### src/rtl/div32_seq.sv
// div32_seq: iterative RV32M DIV/DIVU/REM/REMU sequencer.
// One XLEN+1-bit trial subtractor is reused over XLEN restoring-division steps,
// with sign handling around it and RISC-V divide-by-zero / overflow shortcuts.
// Optional macro DIV32_KILL_EN adds an i_kill input that aborts an operation.
module div32_seq #(
  parameter int XLEN = 32
) (
  input  logic            i_clk,
  input  logic            i_rst_n,
  input  logic            i_start,
  input  logic [1:0]      i_op,
  input  logic [XLEN-1:0] i_a,
  input  logic [XLEN-1:0] i_b,
  output logic            o_busy,
  output logic            o_valid,
  input  logic            i_ready,
`ifdef DIV32_KILL_EN
  input  logic            i_kill,
`endif
  output logic [XLEN-1:0] o_result
);

  localparam int CNT_W = $clog2(XLEN);

  localparam logic [XLEN-1:0]  ZERO  = {XLEN{1'b0}};
  localparam logic [XLEN-1:0]  ONES  = {XLEN{1'b1}};
  localparam logic [XLEN-1:0]  MIN_S = {1'b1, {(XLEN-1){1'b0}}};
  localparam logic [CNT_W-1:0] CNT_LAST  = CNT_W'(XLEN - 1);
  localparam logic [CNT_W-1:0] CNT_ZERO  = {CNT_W{1'b0}};
  localparam logic [CNT_W-1:0] CNT_ONE   = {{(CNT_W-1){1'b0}}, 1'b1};

  typedef enum logic [1:0] {
    S_IDLE = 2'd0,
    S_CALC = 2'd1,
    S_FIX  = 2'd2,
    S_DONE = 2'd3
  } state_t;

  state_t           r_state;
  state_t           w_state_nxt;
  logic             w_busy_nxt;
  logic             w_valid_nxt;

  logic             r_op_rem;   // 1: remainder requested, 0: quotient
  logic             r_sign_a;
  logic             r_sign_b;
  logic [XLEN-1:0]  r_rem;
  logic [XLEN-1:0]  r_quo;
  logic [XLEN-1:0]  r_div;
  logic [CNT_W-1:0] r_cnt;
  logic [XLEN-1:0]  r_result;
  logic             r_busy;
  logic             r_valid;

  logic             w_kill;
  logic             w_accept;
  logic             w_signed;
  logic             w_sa;
  logic             w_sb;
  logic [XLEN-1:0]  w_abs_a;
  logic [XLEN-1:0]  w_abs_b;
  logic             w_b_zero;
  logic             w_ovf;
  logic             w_special;
  logic [XLEN-1:0]  w_spec_res;
  logic [XLEN:0]    w_trial;
  logic [XLEN-1:0]  w_rem_sh;
  logic             w_ge;
  logic [XLEN-1:0]  w_q_fix;
  logic [XLEN-1:0]  w_r_fix;

`ifdef DIV32_KILL_EN
  assign w_kill = i_kill;
`else
  assign w_kill = 1'b0;
`endif

  // Accept decode: operand conditioning and special-case detection.
  assign w_accept   = (r_state == S_IDLE) & i_start & ~w_kill;
  assign w_signed   = ~i_op[0];
  assign w_sa       = w_signed & i_a[XLEN-1];
  assign w_sb       = w_signed & i_b[XLEN-1];
  assign w_abs_a    = w_sa ? (ZERO - i_a) : i_a;
  assign w_abs_b    = w_sb ? (ZERO - i_b) : i_b;
  assign w_b_zero   = (i_b == ZERO);
  assign w_ovf      = w_signed & (i_a == MIN_S) & (i_b == ONES);
  assign w_special  = w_b_zero | w_ovf;
  assign w_spec_res = w_b_zero ? (i_op[1] ? i_a  : ONES)
                               : (i_op[1] ? ZERO : MIN_S);

  // Shared trial subtractor: {rem, quo msb} - {0, divisor} as a + ~b + 1.
  assign w_trial  = {r_rem, r_quo[XLEN-1]} + {1'b1, ~r_div} + {{XLEN{1'b0}}, 1'b1};
  assign w_rem_sh = {r_rem[XLEN-2:0], r_quo[XLEN-1]};
  assign w_ge     = ~w_trial[XLEN];

  // Sign post-processing applied in FIX.
  assign w_q_fix = (r_sign_a ^ r_sign_b) ? (ZERO - r_quo) : r_quo;
  assign w_r_fix = r_sign_a ? (ZERO - r_rem) : r_rem;

  assign o_busy   = r_busy;
  assign o_valid  = r_valid;
  assign o_result = r_result;

  // State register plus registered busy/valid outputs.
  always_ff @(posedge i_clk or negedge i_rst_n) begin
    if (!i_rst_n) begin
      r_state <= S_IDLE;
      r_busy  <= 1'b0;
      r_valid <= 1'b0;
    end else begin
      r_state <= w_state_nxt;
      r_busy  <= w_busy_nxt;
      r_valid <= w_valid_nxt;
    end
  end

  // Next-state logic; kill overrides everything outside IDLE.
  always_comb begin
    w_state_nxt = r_state;
    case (r_state)
      S_IDLE: begin
        if (w_accept) begin
          w_state_nxt = w_special ? S_DONE : S_CALC;
        end else begin
          w_state_nxt = S_IDLE;
        end
      end
      S_CALC: begin
        if (w_kill) begin
          w_state_nxt = S_IDLE;
        end else if (r_cnt == CNT_ZERO) begin
          w_state_nxt = S_FIX;
        end else begin
          w_state_nxt = S_CALC;
        end
      end
      S_FIX: begin
        if (w_kill) begin
          w_state_nxt = S_IDLE;
        end else begin
          w_state_nxt = S_DONE;
        end
      end
      S_DONE: begin
        if (w_kill || i_ready) begin
          w_state_nxt = S_IDLE;
        end else begin
          w_state_nxt = S_DONE;
        end
      end
      default: w_state_nxt = S_IDLE;
    endcase
  end

  // Output decode from the next state so busy/valid come straight from flops.
  always_comb begin
    w_busy_nxt  = 1'b0;
    w_valid_nxt = 1'b0;
    case (w_state_nxt)
      S_IDLE:  begin w_busy_nxt = 1'b0; w_valid_nxt = 1'b0; end
      S_CALC:  begin w_busy_nxt = 1'b1; w_valid_nxt = 1'b0; end
      S_FIX:   begin w_busy_nxt = 1'b1; w_valid_nxt = 1'b0; end
      S_DONE:  begin w_busy_nxt = 1'b1; w_valid_nxt = 1'b1; end
      default: begin w_busy_nxt = 1'b0; w_valid_nxt = 1'b0; end
    endcase
  end

  // Datapath: operand capture, one division step per CALC cycle, result load.
  always_ff @(posedge i_clk or negedge i_rst_n) begin
    if (!i_rst_n) begin
      r_op_rem <= 1'b0;
      r_sign_a <= 1'b0;
      r_sign_b <= 1'b0;
      r_rem    <= ZERO;
      r_quo    <= ZERO;
      r_div    <= ZERO;
      r_cnt    <= CNT_ZERO;
      r_result <= ZERO;
    end else if (w_accept) begin
      r_op_rem <= i_op[1];
      r_sign_a <= w_sa;
      r_sign_b <= w_sb;
      r_rem    <= ZERO;
      r_quo    <= w_abs_a;
      r_div    <= w_abs_b;
      r_cnt    <= CNT_LAST;
      if (w_special) begin
        r_result <= w_spec_res;
      end else begin
        r_result <= r_result;
      end
    end else if (r_state == S_CALC) begin
      r_rem <= w_ge ? w_trial[XLEN-1:0] : w_rem_sh;
      r_quo <= {r_quo[XLEN-2:0], w_ge};
      if (r_cnt != CNT_ZERO) begin
        r_cnt <= r_cnt - CNT_ONE;
      end else begin
        r_cnt <= r_cnt;
      end
    end else if ((r_state == S_FIX) && !w_kill) begin
      r_result <= r_op_rem ? w_r_fix : w_q_fix;
    end else begin
      r_result <= r_result;
    end
  end

endmodule

### config.mk
export PLATFORM = sky130hd
export DESIGN_NAME = div32_seq
export DESIGN_NICKNAME = d
export VERILOG_FILES = /design/src/rtl/div32_seq.sv
export SDC_FILE = /design/constraint.sdc
export NUM_CORES = 1
export LEC_CHECK = 0
export ABC_AREA = 1
export CORE_ASPECT_RATIO = 0.8
export CORE_MARGIN = 2
export CORE_UTILIZATION = 29
export CTS_CLUSTER_DIAMETER = 80
export DETAILED_ROUTE_END_ITERATION = 10
export RECOVER_POWER = 50
export SLEW_MARGIN = 30
export SYNTH_ARGS = -nofsm -noshare
export SYNTH_HDL_FRONTEND = slang
export SYNTH_SLANG_ARGS = --single-unit
### constraint.sdc
create_clock -name i_clk -period 2.3 [get_ports i_clk]
set_input_delay 0.46 -clock i_clk [delete_from_list [all_inputs] [get_ports i_clk]]
set_output_delay 0.46 -clock i_clk [all_outputs]
set_load 0.01 [all_outputs]
==> results_dict.tcl, run 1 <==
set metrics [dict create \
    fin_crit_sh 1.01 \
    violations "negative setup slack" \
    tns_ps -97.5 \
    crit_arrival_ps 2660 \
    drive_gt1_frac 0.188 \
    yosysUniqueCellTypes 44 \
    grt_use_total 0.234 \
    fmax_ghz 0.431 \
    ios 104 \
    pre_cts_ws_ps -334 \
    power_density_nw_per_um2 1580 \
    timing_hold_violations_final 0 \
    clock-root-buffer "clkbuf_16" \
    gr-total-overflow 0 \
    cts_tree "done" \
    max_cap_violations 0 \
    nets 2766 \
    cts_buffer_depth 2 \
    grt_max_degree 51 \
    routed.top_layer "met4" \
    grt_pass1_wl_mm 86.9 \
    relSlewSlack 0.0483 \
    p_total_mw 29.4 \
    critPathMaxStageDelay_ps 390 \
    netlist_area_um2 13400 \
    coreArea_um2 45700 \
    rsz0062_at_grt "true" \
    syn_inst 2275 \
    drc_errors 0 \
    clock_skew_ps 13.6 \
    ys_ff_latch 140 \
    num-fill-cells 4935 \
    hpwl_mm 46.5 \
    synth_edf_count 0 \
    setup_violations 17 \
    yosys_warnings 0 \
    worst_slack_ps -20.4 \
    met3WireLength_mm 4.68 \
    std_cell_rows 70 \
    die_y_um 197 \
    gp_congestion 0.956 \
    m1WireLength_mm 28.8 \
    worstPathCellList "inv_2 -> ha_4 -> a21oi_1 -> nand2_1 -> nand2_1 -> nand2_1 -> a21oi_4 -> nand3_4 -> nand2_8 -> clkbuf_16 -> nand2_1 -> nand3_1 -> nand2_1" \
    start_util 0.294 \
    clk_latency_ps 450 \
    routed_wl_mm 57.3 \
    crit_fanout 7 \
    mostFrequentLayoutCells "nand2_1, buf_4, inv_1, nand3_1, nor2_1" \
    dr_wl_met2_mm 23.1 \
    htreeDepth 4 \
    status "complete, but fails checks" \
    layout.cells.most_common "nand2_1" \
    die-area_um2 48100 \
    synthToLayoutAreaGrowth_pct 38.2 \
    synth-seq-area-share 0.261 \
    clock_sinks 140 \
    min_period_ps 2320 \
    grt_antenna_before_repair 0 \
    cp.required_ps 2640 \
    end_kind "register" \
    place_area_um2 17600 \
    ant_nets 0 \
    path_clk_slew_ps 70 \
    numPortBuffers 103 \
    crit_top_cell "nand2_1" \
    async_flop_share 1.00 \
    slew_viol_final 0 \
    crit_type "register to register" \
    placedCellCount 3242 \
    final_cells 3282 \
    crit_family "simple AND/OR/NAND/NOR gates" \
    drt_pass1_iterations 6 \
    synth_fp_nets 2384 \
    crit_buf_inv 2 \
    fp.dieW_um 245 \
    wl_per_cell_um 17.5 \
    cts_buffers 17 \
    start_kind "register" \
    hold_ws_ps 487 \
    avgSynthCellArea_um2 5.91 \
    vias 16400 \
    post-route-cell-area_um2 18600 \
    avgViaCountPerCell 5.00 \
    grt_pass1_vias 15159 \
    slowest_stage "dfrtp_1" \
    initialDrtViolationCount 1735 \
    antennaDiodeCount 0 \
    worstMarginPinSlew_ps 1430 \
    irDropWorstVdd_mv 0.630 \
    p_leak_nw 9.51 \
    hp-class "register to register" \
    ys.flop_type "dfrtp_1" \
    final_core_util 0.406 \
]
kinds of logic after synthesis:
logic type               after synthesis  share of synthesized area
AND/OR/NAND/NOR                     1363                      0.437
buffers and inverters                399                      0.118
AO/OA/AOI/OAI                        280                      0.113
flip-flops                           140                      0.261
XOR/XNOR                              54                     0.0352
adder cells (fa/ha/maj)               39                     0.0369
synthesized netlist by cell type, types with 12 or more instances:
cell,n,share of area
nand3_1,286,0.11
nor2_1,212,0.059
o211ai_1,12,0.0067
nand2_1,736,0.21
nor3_1,29,0.011
nor2_2,12,0.0056
o21ai_0,177,0.066
inv_1,309,0.086
a21oi_1,52,0.019
buf_2,22,0.0082
clkbuf_1,39,0.011
ha_1,38,0.035
xnor2_1,16,0.010
nand4_1,39,0.018
xor2_1,38,0.025
nand3_2,14,0.010
dfrtp_1,140,0.26
o21ai_1,12,0.0045
tightest hold or removal path, stage by stage (launching register included):
cell     delay [ps]
dfrtp_1         350
nand2_1          50
nand2_1          50
report_power, final:
part	internal (mW)	total [mW]	switching, mW	leakage (nW)
Sequential	3.76	4.86	1.10	1.69
Clock	1.72	2.98	1.25	0.297
Combinational	8.61	21.5	12.9	7.53
Total	14.1	29.4	15.3	9.51
per-layer routing:
layer,GRT usage,vias to the layer above
met5,0,-
met1,0.364,7658
li1,-,8053
met2,0.333,644
met3,0.0452,45
met4,0.0386,0
flip-flops by register name (all words and copies together), names as in the netlist:
name,count
o_valid,1
r_op_rem,1
r_sign_a,1
r_rem,32
o_busy,1
r_sign_b,1
r_cnt,5
r_state,2
o_result,32
r_div,32
r_quo,32
path summary, 6_finish.rpt:
check	start	to	slack (ps)	cells after the start
min in group asynchronous	i_rst_n	r_cnt[2]	870	2
max reg2reg	r_div[27]	r_rem[17]	-20	13
max	r_div[27]	r_rem[17]	-20	13
min reg2reg	o_result[2]	o_result[2]	490	2
max in group asynchronous	i_rst_n	r_quo[24]	180	3
min	o_result[2]	o_result[2]	490	2
repair_timing:
item / in CTS / in global routing
resized for setup: 14 / 67
endpoints found under the setup margin: 33 / 50
endpoints found under the hold margin: 47 / 0
hold buffers: 1 / 0
pin swaps: 0 / 22
buffers inserted: 0 / 3
cloned: 1 / 3
layout make-up:
class                           count  area (um^2)  area share
Clock buffer                       17          425      0.0229
Clock inverter                     15          186      0.0100
Inverter                          323         1210      0.0653
Multi-Input combinational cell   1737         8670       0.467
Sequential cell                   140         3500       0.189
Tap cell                          612          766      0.0412
Timing Repair Buffer              438         3810       0.205
(Power assumes the default switching activity.)
==> inputs of run 2 (changes only) <==
--- a/config.mk
+++ b/config.mk
@@ -7,7 +7,7 @@
 export LEC_CHECK = 0
 export ABC_AREA = 1
 export CORE_ASPECT_RATIO = 0.8
-export CORE_MARGIN = 2
+export CORE_MARGIN = 8
 export CORE_UTILIZATION = 29
 export CTS_CLUSTER_DIAMETER = 80
 export DETAILED_ROUTE_END_ITERATION = 10
==> run 2 against run 1 <==
  * The run still ends with negative setup slack left
  * Sequential share of layout area barely moved
  * Global-route usage fell by 2.6 points
  * Count of clock-buffer cells in the layout rose by 1
  * Critical path depth rose by 3
  * Combinational power barely moved
  * Routed wire length rose by 0.32%
  * First-iteration DRC count rose by 5.6%
  * Design area rose by 0.11%
  * Die area rose by 11%
==> results_dict.tcl, run 2 (synthesis results as in run 1) <==
set metrics [dict create \
    power_density_nw_per_um2 1580 \
    crit_arrival_ps 2690 \
    clk_latency_ps 460 \
    met2_usage 0.295 \
    mostFrequentLayoutCells "nand2_1, buf_4, inv_1, nand3_1, nor2_1" \
    avgViaCountPerCell 5.01 \
    multi_input_area_um2 8700 \
    crit_fanout 8 \
    start_util 0.294 \
    nets 2760 \
    final_cells 3275 \
    grt_pass1_wl_mm 88.5 \
    irDropWorstVdd_mv 0.655 \
    std_cell_rows 70 \
    hpwl_mm 46.6 \
    hp-class "register to register" \
    die_y_um 209 \
    use_met3 0.0405 \
    max_cap_violations 0 \
    grt_use_met1 0.318 \
    worstMarginPinSlew_ps 1400 \
    pre_cts_ws_ps -510 \
    placedCellCount 3233 \
    coreArea_um2 45700 \
    antennaDiodeCount 0 \
    clock-root-buffer "clkbuf_16" \
    reg2reg_from "r_div[0]" \
    drive_gt1_frac 0.190 \
    reg2regPathDepth 16 \
    seqCellArea_um2 3500 \
    relSlewSlack 0.0672 \
    gp_congestion 0.981 \
    cp.required_ps 2640 \
    status "complete, but fails checks" \
    slew_viol_final 0 \
    synthToLayoutAreaGrowth_pct 38.4 \
    rrSetupSlack_ps -50 \
    worst_slack_ps -50.9 \
    vias 16405 \
    min_period_ps 2350 \
    worstHoldStart "r_div[28]" \
    rsz0062_at_grt "true" \
    clock_sinks 140 \
    path_clk_slew_ps 70 \
    end_kind "register" \
    die-area_um2 53500 \
    p_leak_nw 9.57 \
    numPortBuffers 103 \
    grt_max_degree 54 \
    ant_nets 0 \
    grt_antenna_before_repair 2 \
    grt_pass1_vias 15395 \
    fmax_ghz 0.425 \
    grt_busiest_layer "met1" \
    final_core_util 0.407 \
    wl_per_cell_um 17.5 \
    holdPathStages 2 \
    crit_type "register to register" \
    drc_errors 0 \
    start_kind "register" \
    fp.dieW_um 257 \
    initialDrtViolationCount 1832 \
    timing.rr.end "r_rem[29]" \
    htreeDepth 4 \
    setup_violations 29 \
    ios 104 \
    grt_use_total 0.208 \
    cts_buffers 17 \
    cts_buffer_depth 2 \
    num-fill-cells 4882 \
    layout.cells.most_common "nand2_1" \
    timing_hold_violations_final 0 \
    holdPathEnd "r_div[28]" \
    violations "negative setup slack" \
    clock_skew_ps 12.4 \
    gr-total-overflow 0 \
    routed_wl_mm 57.5 \
    fin_crit_sh 1.02 \
    drt_pass1_iterations 8 \
    cts_tree "done" \
]
==> run 2: cell count changes in the layout (fill, tap and decap cells not counted), sizes merged <==
cell,previous run,this run
clkinv,10,7
buf,332,324
dlymetal6s2s,0,3
inv,323,324
clkbuf,20,24
clkdlybuf4s50,102,99
bufinv,3,4
nor2,227,226
clkinvlp,2,1
==> run 2: power breakdown <==
part / internal (mW) / switching, mW
clock: 1.85 / 1.22
combinational: 8.57 / 13.0
sequential: 3.76 / 1.06
total: 14.2 / 15.2
==> run 2: area by class of cell <==
| type | instances | area share |
|---|---|---|
| inverter | 323 | 0.0652 |
| clock buffer | 18 | 0.0236 |
| tap | 612 | 0.0412 |
| sequential | 140 | 0.188 |
| timing repair buffer | 433 | 0.204 |
| clock inverter | 13 | 0.0100 |
| multi-input combinational | 1736 | 0.468 |
==> run 2: per-layer routing <==
| metal | vias to the layer above | routed length [um] |
|---|---|---|
| met4 | 2 | 846 |
| li1 | 8037 | - |
| met3 | 57 | 4840 |
| met2 | 635 | 23200 |
| met1 | 7674 | 28500 |
| met5 | - | 12 |
==> run 2: per-stage QoR <==
step | area, um^2 | TNS (ps) | hold WS (ps) | power [mW]
floorplan | 13400 | 0 | 164 | 16.7
global placement | 17500 | -26080 | 447 | 24.1
detailed placement | 17500 | -29440 | 453 | 24.3
CTS | 18300 | -8.16 | 484 | 28.4
global route | 18600 | -6110 | 511 | 31.9
finish | 18600 | -978 | 479 | 29.4
==> run 2: worst max-delay path, cell delays in order (launching register included) <==
cell and delay (ps):
dfrtp_1 440, ha_4 200, fa_2 370, inv_2 80
nand2_2 50, nand2_2 80, nand3_2 80, nand2_2 90
nand2_2 60, nand2_4 70, nand2_4 70, nand3_4 110
buf_8 160, clkbuf_16 170, nand3_1 80, nand3_1 80
nand2_1 50
==> run 2: timing repair <==
| action | CTS | global route |
|---|---|---|
| pin swaps | 1 | 38 |
| setup endpoints to repair | 44 | 65 |
| cloned | 2 | 3 |
| hold endpoints to repair | 49 | 0 |
| hold buffers | 1 | 0 |
| buffers inserted | 6 | 2 |
| resized for setup | 31 | 74 |
==> run 2: how the worst max path moves through the flow <==
stage	startpoint	end	slack, ps	cells past startpoint
detailed placement	i_op[0]	o_result[23]	-510	13
finish	r_div[0]	r_rem[29]	-50	16
global placement	i_op[0]	o_result[25]	-460	13
CTS	r_div[0]	r_rem[16]	-3	18
global route	r_div[0]	r_rem[24]	-150	16
floorplan	r_quo[31]	r_rem[22]	130	17
